**src/rtl/param_serializer.sv**
```systemverilog
// Parallel-to-serial shifter for the UART TX path: accepts a DATA_W-bit word over
// valid/ready and emits one bit per SHIFT_EN strobe, supporting back-to-back words.
module param_serializer #(
  parameter int DATA_W     = 8,
  parameter bit LSB_FIRST  = 1'b1,
  parameter bit IDLE_LEVEL = 1'b1
) (
  input  logic              CLK,
  input  logic              RST,
  input  logic [DATA_W-1:0] P_DATA,
  input  logic              P_VALID,
  output logic              P_READY,
  input  logic              SHIFT_EN,
  output logic              SER_DATA,
  output logic              SER_BUSY,
  output logic              SER_DONE
);

  localparam int              CNT_W = $clog2(DATA_W);
  localparam logic [CNT_W-1:0] LAST = CNT_W'(DATA_W - 1);

  typedef enum logic {
    IDLE,
    SHIFT
  } state_t;

  state_t            state;
  logic [DATA_W-1:0] shift_reg;
  logic [CNT_W-1:0]  bit_cnt;
  logic              ser_data_q;
  logic              ser_done_q;

  logic              last_strobe;
  logic              accept;
  logic              first_bit;
  logic              next_bit;
  logic [DATA_W-1:0] shifted;

  // The consuming strobe on the last bit frees the slot in the same cycle, which is
  // what lets a waiting word be loaded with no idle gap.
  assign last_strobe = (state == SHIFT) && SHIFT_EN && (bit_cnt == LAST);
  assign P_READY     = (state == IDLE) || last_strobe;
  assign accept      = P_VALID && P_READY;

  assign first_bit = LSB_FIRST ? P_DATA[0] : P_DATA[DATA_W-1];
  assign next_bit  = LSB_FIRST ? shift_reg[1] : shift_reg[DATA_W-2];
  assign shifted   = LSB_FIRST ? (shift_reg >> 1) : (shift_reg << 1);

  always_ff @(posedge CLK) begin
    if (RST) begin
      state      <= IDLE;
      shift_reg  <= '0;
      bit_cnt    <= '0;
      ser_data_q <= IDLE_LEVEL;
      ser_done_q <= 1'b0;
    end else begin
      ser_done_q <= last_strobe;
      if (accept) begin
        state      <= SHIFT;
        shift_reg  <= P_DATA;
        bit_cnt    <= '0;
        ser_data_q <= first_bit;
      end else if (state == SHIFT && SHIFT_EN) begin
        if (bit_cnt == LAST) begin
          state      <= IDLE;
          ser_data_q <= IDLE_LEVEL;
        end else begin
          bit_cnt    <= bit_cnt + CNT_W'(1);
          shift_reg  <= shifted;
          ser_data_q <= next_bit;
        end
      end
    end
  end

  assign SER_DATA = ser_data_q;
  assign SER_BUSY = (state == SHIFT);
  assign SER_DONE = ser_done_q;

endmodule

```
**config.mk**
```make
export PLATFORM = sky130hd
export DESIGN_NAME = param_serializer
export DESIGN_NICKNAME = d
export VERILOG_FILES = /design/src/rtl/param_serializer.sv
export SDC_FILE = /design/constraint.sdc
export NUM_CORES = 1
export LEC_CHECK = 0
export BUFFER_PORTS_ARGS = -buffer_cell sky130_fd_sc_hd__buf_2
export CAP_MARGIN = 15
export CORE_AREA = 2 2 39 41
export DETAILED_ROUTE_END_ITERATION = 8
export DIE_AREA = 0 0 41 43
export HOLD_SLACK_MARGIN = 0.05
export PLACE_DENSITY = 0.8
export SETUP_SLACK_MARGIN = 0.05
export SYNTH_ARGS = -nofsm -noshare
export SYNTH_HDL_FRONTEND = slang
export SYNTH_SLANG_ARGS = --single-unit
```
**constraint.sdc**
```tcl
create_clock -name CLK -period 2.12 [get_ports CLK]
set_input_delay 0.318 -clock CLK [delete_from_list [all_inputs] [get_ports CLK]]
set_output_delay 0.318 -clock CLK [all_outputs]
set_load 0.01 [all_outputs]
```
==> impl_results.md <==
* Relative slew slack at 71.53%
* Fin. max-slew vios at 0
* Leak at ~0.32 nW
* Bufs on Longest Clock Path at 2
* Total GRT Usage at between 10 and 15%
* DR pass1 iterations at 4
* Util after Layout at approximately half
* Vias per cell at roughly 5.3
* Flop and latch count out of synthesis at 13
* Die Area at about 1800 sq um
* CTS Hold Bufs at 0
* CTS H-tree depth at 1
* I/O Pins at 16
* Layout cells sized above 1 at roughly 40%
* Synth top area share at 42.89%
* Unrepaired setup endpoints after global routing: false
* Area grow syn2layout at 17.53%
* Initial antenna violation count at 0
* P_sw at approximately 0.12 mW
* Comb pwr share at 15.3%
* Worst r2r path cells at 5
* CTS tree: done
* Worst VDD drop at 0.3387 mV
* Post-CTS Setup Repair Bufs at 0
* Grt total ovfl at 0
* Total negative slack at 0 ns
* CP max FO at 4
* Worst slew pin tran at 0.4270 ns
* Detail Route Antenna Nets at 0
* Setup slack at placement at around 0.47 ns
* Largest area contributor in the netlist: dfxtp_1
* Reg2reg end: bit_cnt[2]$_SDFFE_PP0P_
* Avg Cell Area, Syn at around 10 sq um
* Routed met3 length at 65 um
* # rows at 14
* Final setup vio count at 0
* Syn Inst Count at ~60
* Clock Sinks at 13
* TritonCTS Buffers at 3
* Sw Share at approximately 25%
* Worst Path Arrival at around 1.4 ns
* Die Ht at about 43 um
* Flop pwr share at between 50% and 60%
* Clk network pwr share at about 30%
* Nets@finish at 91
* Die width at between 40 and 50 um
* Max Cap Violations at 0
* Core area at ~1400 sq um
* IO Port Bufs at 15
* Resized cells post-CTS at 0
* Syn_nets at 73
* RR Startpoint: bit_cnt[0]$_SDFFE_PP0P_
* Clk_lat worst skew at between 0.2 and 0.3 ns
* FMAX at approximately 600 MHz
* Worst hold slack at 0.2631 ns
* R2R Setup Slk at 0.47 ns
* Fillers at roughly 130
* Highest Signal Layer: met4
* Period utilisation layout at 80.11%
* Initial DRC count at 14
* Synth warnings at 0
* Finished Cell Area at 713.2 sq um
* Final min period at around 1.7 ns
* Largest net degree at the start of global routing at 16
* WL met2 at 492 um
* GP Congestion at 0.7594
* Clk_skew at between 0.0015 and 0.002 ns
* Met1 wire length at approximately 470 um
* Routed WL per cell at ~11 um
* Req. time, crit path at around 1.8 ns
* Worst Hold Launch: P_DATA[0]
* Vias at approximately 490
* Final hold violations at 0
* Register area share after synthesis at between 40% and 50%
* Post-synth cell types at 24
* Cell Area, Synth at between 600 and 700 sq um
* Critical path startpoint: bit_cnt[0]$_SDFFE_PP0P_
* Kind of critical path: reg -> out
* Vias in the first global route at around 430
* Global-route wire length before repair at between 1500 and 2000 um
* Clock-pin slew on the worst setup and hold paths at 0.08 ns
* CP Capture Point: P_READY
* Ant. Diodes at 0
* Max reg flops at 7
* Fin worst setup slack at about 0.42 ns
* Worst setup SP type: flop
* DRT Wirelength at 1050 um
* Worst Setup End Kind: primary output
* Power density cells at about 690 nW/um^2
* Status: complete, no violations
* Hold crit path type: in -> reg
* # DRC at 0
* Placed cell area at between 600 and 700 sq um
* Detailed Place HPWL at 769.1 um
* CTS root buf: clkbuf_4
* Top post-synthesis cells by area: dfxtp_1, o221a_2, a21oi_1
* Initial core utilization at 43.85%
* Internal power at around 0.37 mW
[power by group through the flow]
stage               sequential, mW  combinational, mW  clock [mW]
global placement             0.275             0.0753           0
finish                       0.270             0.0757       0.148
floorplan                    0.275             0.0524           0
global route                 0.273             0.0835       0.161
CTS                          0.270             0.0768       0.152
detailed placement           0.276             0.0764           0
[worst min path at each step]
stage	to	slack (ns)	depth (start not counted)
2_1_floorplan	SER_DATA$_SDFFE_PP1P_	0.45	1
3_3_place_gp	shift_reg[7]$_SDFFE_PP0P_	0.48	2
3_5_place_dp	shift_reg[7]$_SDFFE_PP0P_	0.49	2
4_1_cts	SER_DATA$_SDFFE_PP1P_	0.26	2
5_1_grt	SER_DATA$_SDFFE_PP1P_	0.26	2
6_report	SER_DATA$_SDFFE_PP1P_	0.26	2
[critical path, stage by stage, from the launching register on]
cell and delay (ns):
dfxtp_1 0.33, ha_1 0.19, ha_1 0.21, a21bo_2 0.24, buf_2 0.14
[Yosys cell counts (all sizes together)]
master	number
dfxtp	13
a21oi	8
inv	7
o221a	6
mux2i	3
nor3	3
buf	2
ha	2
nor2	2
a211oi	1
a21bo	1
a22oi	1
and2	1
and3b	1
and4b	1
nand2	1
nand2b	1
nand3b	1
nor2b	1
o21ai	1
o31a	1
xnor2	1
[metal layers]
metal | vias up | global-route usage (%)
met5 | - | 0
met4 | 0 | 10.00
met3 | 4 | 5.236
met2 | 12 | 21.25
met1 | 222 | 14.71
li1 | 248 | -
[placed cells by master, fill, tap and decap left out, drive strengths merged]
cell type and n:
dfxtp 13, a21oi 8, nor2b 1, and3b 1, nand2b 1, nor3 3, ha 2, and2 1
o221a 6, a21bo 1, inv 7, buf 15, a22oi 1, mux2i 3, o21ai 1, xnor2 1
nand3b 1, nor2 2, o31a 1, nand2 1, clkbuf 4, a211oi 1, and4b 1
[cell families (layout without fill, tap and decap cells)]
group	Yosys count	count (layout)	synth area share [%]
xor+xnor	1	1	1.444
simple gates	12	12	15.06
mux	3	3	4.949
buf+inv	9	26	6.804
compound gates	19	19	24.74
fa+ha+maj	2	2	4.123
flops	13	13	42.89
[layout make-up]
type	instances	area, sq um	share of cell area, %
inverters	7	26.28	3.684
clock buffers	4	26.28	3.684
repair buffers	15	75.07	10.53
multi-input cells	37	305.3	42.81
well taps	16	20.02	2.807
flip-flops and latches	13	260.3	36.49
[per-stage QoR]
stage,std cells,power (mW)
floorplan,59,0.3278
global placement,88,0.3507
detailed placement,88,0.3524
CTS,92,0.4985
global route,92,0.5173
finish,92,0.4941
Power figures use the tool's default switching activity.
